[src/rtl/pipeline_hazard_ctrl.sv]
// Stall/flush scheduler for the 5-stage MIPS pipeline.
// Resolves load-use hazards, squashes IF/ID on a taken branch, freezes the
// pipeline while data memory is busy, and flags a sticky memory timeout.
module pipeline_hazard_ctrl #(
    parameter int MEM_TIMEOUT = 64,
    parameter int WAIT_W      = 8,
    parameter int CNT_W       = 16
) (
    input  logic             clk,
    input  logic             reset,
    input  logic             cpu_en,
    input  logic [4:0]       ID_rs,
    input  logic [4:0]       ID_rt,
    input  logic             ID_uses_rs,
    input  logic             ID_uses_rt,
    input  logic             EX_MemRead,
    input  logic [4:0]       EX_register_write_address,
    input  logic             branch_taken,
    input  logic             mem_req,
    input  logic             mem_ready,
    output logic             pc_en,
    output logic             IF_ID_en,
    output logic             IF_ID_flush,
    output logic             ID_EX_en,
    output logic             ID_EX_flush,
    output logic             EX_MEM_en,
    output logic             MEM_WB_en,
    output logic [CNT_W-1:0] stall_count,
    output logic [CNT_W-1:0] flush_count,
    output logic             error
);

    typedef enum logic [1:0] {
        RUN      = 2'd0,
        MEM_WAIT = 2'd1,
        ERROR    = 2'd2
    } state_t;

    state_t            state, state_next;
    logic [WAIT_W-1:0] wait_cnt, wait_next;
    logic              stall_inc, flush_inc, err_set;
    logic              do_run;
    logic              hazard, memstall;

    // Load-use hazard against a live (non-$0) destination, and a busy memory access.
    assign hazard = EX_MemRead && (EX_register_write_address != 5'd0) &&
                    ((ID_uses_rs && (ID_rs == EX_register_write_address)) ||
                     (ID_uses_rt && (ID_rt == EX_register_write_address)));
    assign memstall = mem_req && !mem_ready;

    // Next-state logic and zero-latency enable/flush decode.
    always_comb begin
        // NOTE: every output of this block gets a default first so no latch is inferred.
        state_next  = state;
        wait_next   = wait_cnt;
        stall_inc   = 1'b0;
        flush_inc   = 1'b0;
        err_set     = 1'b0;
        do_run      = 1'b0;
        pc_en       = 1'b0;
        IF_ID_en    = 1'b0;
        IF_ID_flush = 1'b0;
        ID_EX_en    = 1'b0;
        ID_EX_flush = 1'b0;
        EX_MEM_en   = 1'b0;
        MEM_WB_en   = 1'b0;

        // Held reset or a cleared run enable keeps every latch frozen.
        if (reset && cpu_en) begin
            case (state)
                RUN: begin
                    if (memstall) begin
                        state_next = MEM_WAIT;
                        wait_next  = WAIT_W'(1);
                        stall_inc  = 1'b1;
                    end else begin
                        do_run = 1'b1;
                    end
                end
                MEM_WAIT: begin
                    if (!mem_ready) begin
                        stall_inc = 1'b1;
                        if (wait_cnt == WAIT_W'(MEM_TIMEOUT)) begin
                            state_next = ERROR;
                            err_set    = 1'b1;
                        end else begin
                            wait_next = wait_cnt + 1'b1;
                        end
                    end else begin
                        // The ready cycle behaves like RUN minus the memory-stall rule.
                        state_next = RUN;
                        wait_next  = '0;
                        do_run     = 1'b1;
                    end
                end
                default: ; // ERROR: everything frozen until reset
            endcase

            if (do_run) begin
                if (hazard) begin
                    // Hold PC and IF/ID; a bubble enters EX. Any branch re-resolves after the stall.
                    ID_EX_en    = 1'b1;
                    ID_EX_flush = 1'b1;
                    EX_MEM_en   = 1'b1;
                    MEM_WB_en   = 1'b1;
                    stall_inc   = 1'b1;
                end else begin
                    pc_en       = 1'b1;
                    IF_ID_en    = 1'b1;
                    ID_EX_en    = 1'b1;
                    EX_MEM_en   = 1'b1;
                    MEM_WB_en   = 1'b1;
                    IF_ID_flush = branch_taken;
                    flush_inc   = branch_taken;
                end
            end
        end
    end

    // State, wait counter, saturating statistics and the sticky error flag.
    always_ff @(posedge clk or negedge reset) begin
        if (!reset) begin
            state       <= RUN;
            wait_cnt    <= '0;
            stall_count <= '0;
            flush_count <= '0;
            error       <= 1'b0;
        end else begin
            // NOTE: non-blocking assignments so every register samples pre-edge values.
            state    <= state_next;
            wait_cnt <= wait_next;
            if (stall_inc && (stall_count != '1)) stall_count <= stall_count + 1'b1;
            if (flush_inc && (flush_count != '1)) flush_count <= flush_count + 1'b1;
            if (err_set) error <= 1'b1;
        end
    end

endmodule
[config.mk]
export PLATFORM = sky130hd
export DESIGN_NAME = pipeline_hazard_ctrl
export DESIGN_NICKNAME = d
export VERILOG_FILES = /design/src/rtl/pipeline_hazard_ctrl.sv
export SDC_FILE = /design/constraint.sdc
export NUM_CORES = 1
export LEC_CHECK = 0
export ABC_AREA = 1
export CAP_MARGIN = 40
export CORE_MARGIN = 3
export CORE_UTILIZATION = 40
export DETAILED_ROUTE_END_ITERATION = 16
export PLACE_DENSITY = 0.74
export SLEW_MARGIN = 20
export SYNTH_ARGS = -nofsm -noshare
export SYNTH_HDL_FRONTEND = slang
export SYNTH_SLANG_ARGS = --single-unit
[constraint.sdc]
create_clock -name clk -period 2.3 [get_ports clk]
set_clock_uncertainty 0.05 [all_clocks]
set_input_delay 0.69 -clock clk [delete_from_list [all_inputs] [get_ports clk]]
set_output_delay 0.69 -clock clk [all_outputs]
set_load 0.01 [all_outputs]
==> flow_summary_export.csv, run 1 <==
group,metric,value,unit
place,placement.io_buffers,63,
outcome,outcome,"finished, violations left",
synthesis,synth.distinct_cells,32,
synthesis,synth-main-ff-cell,"dfrtp_1",
finish,area_delta_synth_final,33.7,%
synthesis,synth_compound_area_share,3.85,%
floorplan,core_area,7020,sq um
outcome,violations,"negative setup slack",
pwr,switchingPower,0.346,mW
synthesis,async_reset_ff_share,100,%
global_routing,grt_pass1_wl,13100,microns
place,place_ws,-833,ps
detailed_routing,drt_first_pass_iters,5,
pwr,vdd_drop_max,268,uV
timing,hold_viol,0,
clocking,clk_path_buf_depth,2,
clocking,ctsHtreeMaxLevel,2,
floorplan,die_y,92.4,microns
worst_setup_path,path_buf_inv,3,
finish,drive_gt1_share,20.2,%
pwr,leakage,1.94,nW
timing,finalMaxSlewViolations,0,
synthesis,synthMuxAreaShare,0,%
finish,instances_no_fill,595,
floorplan,die_w,92.4,microns
synthesis,synthCells,409,
clocking,cts.sinks,43,
worst_setup_path,cp.arrival,1590,ps
worst_setup_path,max_stage_delay,140,ps
floorplan,ioPinCount,64,
clocking,numCtsBuffers,5,
timing,fmax,429,MHz
timing,finalSetupTns,-65.6,ps
synthesis,ys_top_cells_by_count,"130 x nand2_1, 43 x dfrtp_1, 43 x nand4_1",
synthesis,syn_nets,437,
finish,diodes,0,
detailed_routing,wl_per_cell,12.6,microns
clocking,cts_tree,"yes",
synthesis,synthXorXnorAreaFrac,7.92,%
finish,fin_nets,526,
worst_setup_path,cp_common_cell,"nand2_1",
worst_setup_path,end_kind,"primary output",
worst_setup_path,crit_chain,"buf_2 -> inv_1 -> nand2_1 -> nand2_1 -> nor2_1 -> nand3_1 -> nand2_2 -> nand2_4 -> and3_4 -> buf_6",
min_path,min_path_type,"reg2reg",
global_routing,grt-ovfl-total,0,
timing,rsz0062_at_grt,"true",
synthesis,ys_ff_latch,43,
timing,worst_slew_pin_slew,561,ps
pwr,power_density,362,nW/um^2
timing,layout_setup_ws,-31.7,ps
worst_setup_path,cp.required,1560,ps
synthesis,synth_fa_ha_area_share,1.68,%
worst_setup_path,crit_family,"simple AND/OR/NAND/NOR gates",
clocking,postCtsHoldBufs,0,
synthesis,yosys_warnings,0,
pwr,pwr-share-comb,9.6,%
synthesis,synth-seq-area-share,36.0,%
finish,final_cell_area,3990,sq um
worst_setup_path,worstSetupPathDepth,10,
detailed_routing,via_count,3046,
synthesis,synth_top_area_share,36.0,%
worst_setup_path,path_class,"in2out",
synthesis,yosysTopAreaCell,"dfrtp_1",
run,maxCapViolCount,0,
worst_setup_path,start_kind,"primary input",
worst_setup_path,cpMaxStageDelayCell,"and3_4",
pwr,clkPwrFrac,37.2,%
synthesis,synth.most_common_cell,"nand2_1",
timing,fin_crit_sh,101,%
global_routing,grt_max_degree,44,
timing,period_needed,2330,ps
detailed_routing,antenna_left,0,
synthesis,synth_top_family_by_area,"simple AND/OR/NAND/NOR gates",
synthesis,synthTopCellsByArea,"dfrtp_1 36%, nand2_1 16%, nand4_1 9.0%, xor2_1 5.9%, inv_1 5.3%",
place,placed_cells,575,
detailed_routing,drc,0,
place,place_area,3790,sq um
floorplan,rows,30,
synthesis,synth.cell_area,2990,sq um
clocking,clkLatencyLatePin,300,ps
finish,nFillCells,660,
pwr,intPower,1.10,mW
min_path,worstHoldPathCells,2,
detailed_routing,dr.first_iter.drc_count,140,
synthesis,syn_area_per_cell,7.30,sq um
detailed_routing,avgViaCountPerCell,5.12,
synthesis,synth-edff-count,0,
place,dp_hpwl,5520,microns
global_routing,grt.total_usage,18.4,%
pwr,total_power,1.44,mW
clocking,clkTransAtPathRegs,80,ps
pwr,power_frac_seq,53.1,%
detailed_routing,wirelength,7520,microns
timing,slew_headroom,62.6,%
worst_setup_path,worst-path-max-fanout,3,
timing,setup_violations,3,
global_routing,first_global_vias,2857,
place,place_congestion,0.882,
floorplan,die_area,8540,sq um
worst_setup_path,r2r_cells,15,
synthesis,synthSimpleGateAreaFrac,41.5,%
global_routing,antenna_found_initial,0,
pwr,p_sw_share,24.0,%
floorplan,initial_core_util,42.5,%
clocking,clockRootBuffer,"clkbuf_8",
[cell usage in the layout, fill, tap and decap left out, drive strengths merged]
cell type / synthesis / final
nand2: 140 / 140
buf: 12 / 56
inv: 46 / 46
nand4: 44 / 44
dfrtp: 43 / 43
nor2: 35 / 35
clkdlybuf4s50: 0 / 34
nand3: 25 / 25
xor2: 20 / 20
o21ai: 14 / 14
nor3: 11 / 11
clkbuf: 1 / 8
xnor2: 7 / 7
ha: 4 / 4
clkdlybuf4s15: 0 / 3
a21oi: 3 / 3
dlygate4sd2: 0 / 2
clkinv: 1 / 1
and3: 1 / 1
o21a: 1 / 1
nor4: 1 / 1
[worst min-delay path, stage by stage (launching register included)]
cell and delay [ps]:
dfrtp_1 360, inv_1 40, nand2_1 50
[final cells by class]
cell class | instances | area, sq um | share of cell area (%)
clock buffers | 8 | 100 | 2.51
multi-input cells | 306 | 1660 | 41.6
repair buffers | 95 | 838 | 21.0
flip-flops and latches | 43 | 1080 | 26.9
inverters | 47 | 196 | 4.92
well taps | 96 | 120 | 3.01
[power groups by stage]
stage          clock network (mW)  logic (mW)  registers [mW]
2_1_floorplan                   0      0.0544           0.781
3_5_place_dp                    0       0.133           0.782
6_report                    0.538       0.139           0.767
3_3_place_gp                    0       0.130           0.782
5_1_grt                     0.598       0.155           0.769
4_1_cts                     0.561       0.132           0.767
[metal layers]
layer  vias to the layer above  global-route usage, %  share of wire (%)
li1                       1510                      -                  -
met1                      1405                   24.3                 43
met2                       114                   30.5                 49
met3                        17                   4.06                6.8
met4                         0                   4.58                1.5
met5                         -                      0                  0
[worst paths after layout]
kind                                      start                          end  slack (ps)
setup / recovery                       ID_rt[1]                  IF_ID_flush         -30
hold / removal                error$_DFFE_PN0P_            error$_DFFE_PN0P_         430
setup reg to reg           state[1]$_DFFE_PN0P_      wait_cnt[2]$_DFFE_PN0P_         190
hold reg to reg               error$_DFFE_PN0P_            error$_DFFE_PN0P_         430
max in group asynchronous                 reset  flush_count[10]$_DFFE_PN0P_        1350
min in group asynchronous                 reset   flush_count[2]$_DFFE_PN0P_         460
[per-stage QoR]
step	hold slack [ps]	utilization [%]
floorplan	344	-
global placement	408	54.0
detailed placement	416	54.0
CTS	438	55.9
global route	477	56.9
finish	434	56.9
[cells by family after synthesis]
family                     after synthesis
and+or+nand+nor                        257
buffers and inverters                   60
AOI/OAI and AO/OA                       18
DFF                                     43
xor gates and xnor gates                27
adders and majority gates                4
[registers in the layout, indices dropped and copies added (netlist names)]
signal       count
flush_count     16
stall_count     16
wait_cnt         8
state            2
error            1
[repair_timing]
item,CTS,global route
gates cloned,0,0
setup buffers,10,2
endpoints found under the setup margin,7,8
pin swaps,33,16
gates resized for setup,120,15
(Power assumes the default switching activity.)
==> run 2, diff against run 1 <==
- CORE_MARGIN: 3 -> unset
- MAX_ROUTING_LAYER: unset -> met4
==> flow_summary_export.csv, run 2 (synthesis results as in run 1) <==
group,metric,value,unit
outcome,outcome,"finished clean",
timing,fmax,436,MHz
global_routing,grt_max_degree,44,
timing,worst_slew_pin_slew,545,ps
floorplan,core_area,7250,sq um
finish,diodes,0,
timing,layout_setup_ws,6.44,ps
detailed_routing,drt_first_pass_iters,4,
pwr,vdd_drop_max,268,uV
worst_setup_path,crit_chain,"buf_6 -> inv_2 -> nand2_1 -> nand2_1 -> nor2_1 -> nand3_1 -> nand2_2 -> nand2_4 -> and3_1 -> buf_2",
worst_setup_path,end_kind,"primary output",
place,place_congestion,0.847,
detailed_routing,dr.first_iter.drc_count,90,
pwr,intPower,1.17,mW
finish,drive_gt1_share,21.4,%
global_routing,grt-ovfl-total,0,
worst_setup_path,start_kind,"primary input",
clocking,cts_tree,"yes",
worst_setup_path,crit_family,"simple AND/OR/NAND/NOR gates",
place,place_ws,-832,ps
run,maxCapViolCount,0,
worst_setup_path,worstSetupPathDepth,10,
global_routing,antenna_found_initial,0,
clocking,cts.sinks,43,
pwr,p_sw_share,23.1,%
timing,rsz0062_at_grt,"true",
floorplan,rows,31,
detailed_routing,via_count,2993,
worst_setup_path,cp.arrival,1550,ps
floorplan,ioPinCount,64,
detailed_routing,antenna_left,0,
floorplan,die_area,7820,sq um
pwr,leakage,1.94,nW
worst_setup_path,worst-path-max-fanout,4,
clocking,clkTransAtPathRegs,80,ps
global_routing,grt_pass1_wl,12500,microns
floorplan,die_w,88.4,microns
floorplan,initial_core_util,41.2,%
timing,fin_crit_sh,99.7,%
detailed_routing,wirelength,7470,microns
clocking,ctsHtreeMaxLevel,2,
finish,reg_top3,"flush_count x16, stall_count x16, wait_cnt x8",
timing,whs,418,ps
min_path,worstHoldPathCells,2,
timing,hold_viol,0,
pwr,power_frac_seq,50.3,%
worst_setup_path,cp.required,1560,ps
detailed_routing,wl_per_cell,12.5,microns
finish,area_delta_synth_final,33.7,%
timing,finalSetupTns,0,ps
worst_setup_path,path_buf_inv,3,
clocking,postCtsHoldBufs,0,
finish,instances_no_fill,599,
pwr,power_density,382,nW/um^2
pwr,pwr-share-comb,8.9,%
finish,final_common_cell,"nand2_1",
worst_setup_path,r2r_cells,7,
timing,setup_violations,0,
global_routing,grt.total_usage,20.9,%
floorplan,die_y,88.4,microns
detailed_routing,avgViaCountPerCell,5.00,
clocking,numCtsBuffers,5,
worst_setup_path,path_class,"in2out",
worst_setup_path,cp_common_cell,"nand2_1",
clocking,clkLatencyLatePin,300,ps
place,placement.io_buffers,63,
detailed_routing,drc,0,
worst_setup_path,max_stage_delay,140,ps
clocking,clockRootBuffer,"clkbuf_8",
finish,layout_common_cells,"125 x nand2_1, 43 x nand4_1, 43 x dfrtp_1",
pwr,clkPwrFrac,40.8,%
finish,final_util,55.0,%
global_routing,first_global_vias,2849,
timing,period_needed,2290,ps
timing,finalMaxSlewViolations,0,
pwr,switchingPower,0.353,mW
finish,fin_nets,527,
min_path,min_path_type,"reg2reg",
place,placed_cells,578,
place,dp_hpwl,5320,microns
worst_setup_path,cpMaxStageDelayCell,"buf_2",
clocking,clk_path_buf_depth,2,
timing,slew_headroom,63.7,%
[run 2: timing repair]
item / 4_1_cts / 5_1_grt
cloned: 0 / 2
endpoints found under the setup margin: 7 / 25
gates resized for setup: 119 / 14
buffers inserted: 10 / 1
pin swaps: 30 / 9
[run 2: routing by layer]
layer,vias up,wire length [microns],GRT usage (%)
li1,1518,-,-
met1,1402,3380,25.3
met2,64,3720,34.8
met3,9,282,3.92
met4,0,90,7.48
met5,-,0,-
[run 2: path summary, 6_finish.rpt]
path / startpoint / endpoint / slack [ps]
setup reg to reg: stall_count[0]$_DFFE_PN0P_ / stall_count[5]$_DFFE_PN0P_ / 300
hold / removal: error$_DFFE_PN0P_ / error$_DFFE_PN0P_ / 420
hold reg to reg: error$_DFFE_PN0P_ / error$_DFFE_PN0P_ / 420
setup / recovery: EX_register_write_address[4] / IF_ID_flush / 6
max in group asynchronous: reset / error$_DFFE_PN0P_ / 1380
min in group asynchronous: reset / flush_count[7]$_DFFE_PN0P_ / 450
[run 2: cell type report]
class / instances / area (sq um)
clock inverter: 2 / 35.0
multi-input combinational: 307 / 1690
sequential: 43 / 1080
fill: 692 / 3260
timing repair buffer: 95 / 803
tap: 99 / 124
inverter: 47 / 185
clock buffer: 6 / 82.6
[run 2: per-stage QoR]
step           power (mW)  area, sq um
2_1_floorplan       0.836         2990
3_3_place_gp        0.911         3790
3_5_place_dp        0.914         3790
4_1_cts              1.54         3920
5_1_grt              1.59         3990
6_report             1.53         3990
[run 2: power by group through the flow]
stage	sequential (mW)	clock (mW)	combinational, mW
floorplan	0.781	0	0.0544
global placement	0.782	0	0.130
detailed placement	0.782	0	0.132
CTS	0.767	0.642	0.134
global route	0.768	0.672	0.154
finish	0.767	0.622	0.136
[run 2: worst register-to-register path, delay by kind of cell (launching register included)]
| kind | cells | cell delay, ps |
|---|---|---|
| AND/OR/NAND/NOR | 6 | 1240 |
| adder cells (fa/ha/maj) | 1 | 220 |
| flip-flops | 1 | 430 |
==> run 3, diff against run 2 <==
- CORE_UTILIZATION: 40 -> 47
- PLACE_DENSITY: 0.74 -> 0.84
==> flow_summary_export.csv, run 3 (synthesis results as in run 1) <==
group,metric,value,unit
outcome,outcome,"finished, violations left",
outcome,violations,"negative setup slack",
timing,fin_crit_sh,100,%
timing,finalMaxSlewViolations,0,
timing,layout_setup_ws,-9.68,ps
timing,period_needed,2310,ps
timing,whs,417,ps
timing,worst_slew_pin_slew,552,ps
clocking,ctsHtreeMaxLevel,2,
worst_setup_path,path_class,"in2out",
detailed_routing,wl_per_cell,13.1,microns
timing,hold_viol,0,
floorplan,rows,28,
finish,drive_gt1_share,20.7,%
pwr,power_density,385,nW/um^2
floorplan,die_y,81.7,microns
clocking,clk_path_buf_depth,2,
floorplan,die_w,81.7,microns
floorplan,die_area,6680,sq um
global_routing,grt-ovfl-total,0,
worst_setup_path,end_kind,"primary output",
timing,rsz0062_at_grt,"true",
floorplan,initial_core_util,49.6,%
detailed_routing,via_count,2993,
timing,setup_violations,1,
finish,nFillCells,476,
pwr,leakage,1.91,nW
detailed_routing,drc,0,
worst_setup_path,start_kind,"primary input",
global_routing,antenna_found_initial,0,
detailed_routing,dr.first_iter.drc_count,138,
finish,fin_nets,519,
detailed_routing,wirelength,7440,microns
place,placed_cells,554,
finish,instances_no_fill,567,
pwr,vdd_drop_max,222,uV
place,placement.io_buffers,63,
clocking,cts_tree,"yes",
run,maxCapViolCount,0,
timing,fmax,433,MHz
global_routing,grt_max_degree,44,
clocking,numCtsBuffers,5,
global_routing,grt_pass1_wl,12500,microns
floorplan,core_area,6030,sq um
finish,diodes,0,
min_path,min_path_type,"reg2reg",
finish,final_common_cell,"nand2_1",
clocking,clkTransAtPathRegs,90,ps
finish,reg_top3,"flush_count x16, stall_count x16, wait_cnt x8",
place,place_congestion,0.902,
finish,layout_common_cells,"123 x nand2_1, 43 x nand4_1, 43 x dfrtp_1",
worst_setup_path,max_stage_delay,140,ps
finish,area_delta_synth_final,31.5,%
worst_setup_path,cpMaxStageDelayCell,"and3_4",
timing,slew_headroom,63.2,%
clocking,clockRootBuffer,"clkbuf_8",
detailed_routing,avgViaCountPerCell,5.28,
global_routing,first_global_vias,2846,
worst_setup_path,cp.arrival,1570,ps
global_routing,grt.total_usage,24.7,%
clocking,clkLatencyLatePin,300,ps
worst_setup_path,worst-path-max-fanout,4,
detailed_routing,drt_first_pass_iters,4,
worst_setup_path,cp_common_cell,"nand2_2",
detailed_routing,antenna_left,0,
floorplan,ioPinCount,64,
place,dp_hpwl,5470,microns
worst_setup_path,crit_chain,"buf_8 -> inv_4 -> nand2_2 -> nand2_2 -> nor2_2 -> nand3_1 -> nand2_2 -> nand2_4 -> and3_4 -> buf_6",
worst_setup_path,cp.required,1560,ps
clocking,postCtsHoldBufs,0,
clocking,cts.sinks,43,
==> run 3: cell types whose count changed in the layout (fill, tap and decap cells not counted), sizes merged <==
cell / before / now
clkinv: 2 / 3
nand3: 26 / 25
dlygate4sd2: 3 / 2
buf: 57 / 50
clkdlybuf4s15: 1 / 2
clkbuf: 6 / 5
==> run 3: timing repair <==
item | in CTS | in global routing
setup buffers | 4 | 1
pin swaps | 28 | 13
endpoints found under the setup margin | 7 | 7
resized for setup | 119 | 21
==> run 3: path summary, 6_finish.rpt <==
kind / startpoint / cells after the start / slack (ps) / endpoint
setup / recovery: EX_register_write_address[3] / 10 / -10 / IF_ID_flush
hold / removal: error$_DFFE_PN0P_ / 2 / 420 / error$_DFFE_PN0P_
setup reg to reg: stall_count[0]$_DFFE_PN0P_ / 7 / 340 / stall_count[14]$_DFFE_PN0P_
hold reg to reg: error$_DFFE_PN0P_ / 2 / 420 / error$_DFFE_PN0P_
max in group asynchronous: reset / 2 / 1370 / stall_count[2]$_DFFE_PN0P_
min in group asynchronous: reset / 2 / 460 / flush_count[2]$_DFFE_PN0P_
==> run 3: worst max-delay path: cells and delay by family <==
family / cells / cell delay, ps
AND/OR/NAND/NOR: 7 / 640
buffers and inverters: 3 / 230
==> run 3: layout make-up <==
cell class	instances	area, sq um	area share (%)
sequential	43	1080	27.4
clock inverter	3	43.8	1.12
tap	75	93.8	2.39
multi-input combinational	306	1670	42.5
clock buffer	5	68.8	1.75
inverter	47	188	4.78
timing repair buffer	88	790	20.1
==> run 3: metrics by stage <==
stage	util, %	setup slack (ps)	total power [mW]	TNS [ps]	area (sq um)
floorplan	-	9.84	0.836	0	2990
finish	65.2	-9.68	1.51	-9.68	3930
CTS	63.8	-32.1	1.51	-32.1	3850
global placement	62.5	-807	0.911	-8130	3760
global route	65.2	-60.1	1.58	-187	3930
detailed placement	62.5	-891	0.917	-10700	3760
==> run 3: power by group <==
group	total, mW	switching [mW]	internal [mW]
logic	0.142	0.0797	0.0621
clock network	0.602	0.278	0.324
registers	0.767	0.00630	0.761
total	1.51	0.365	1.15
==> run 3: routing by layer <==
layer | vias up | part of all wire [%] | global-route usage (%) | routed length, microns
met5 | - | 0 | - | 0
met4 | 0 | 1.9 | 8.42 | 140
met3 | 14 | 4.1 | 3.78 | 303
met2 | 81 | 52 | 44.5 | 3840
met1 | 1399 | 42 | 27.7 | 3150
li1 | 1499 | - | - | -
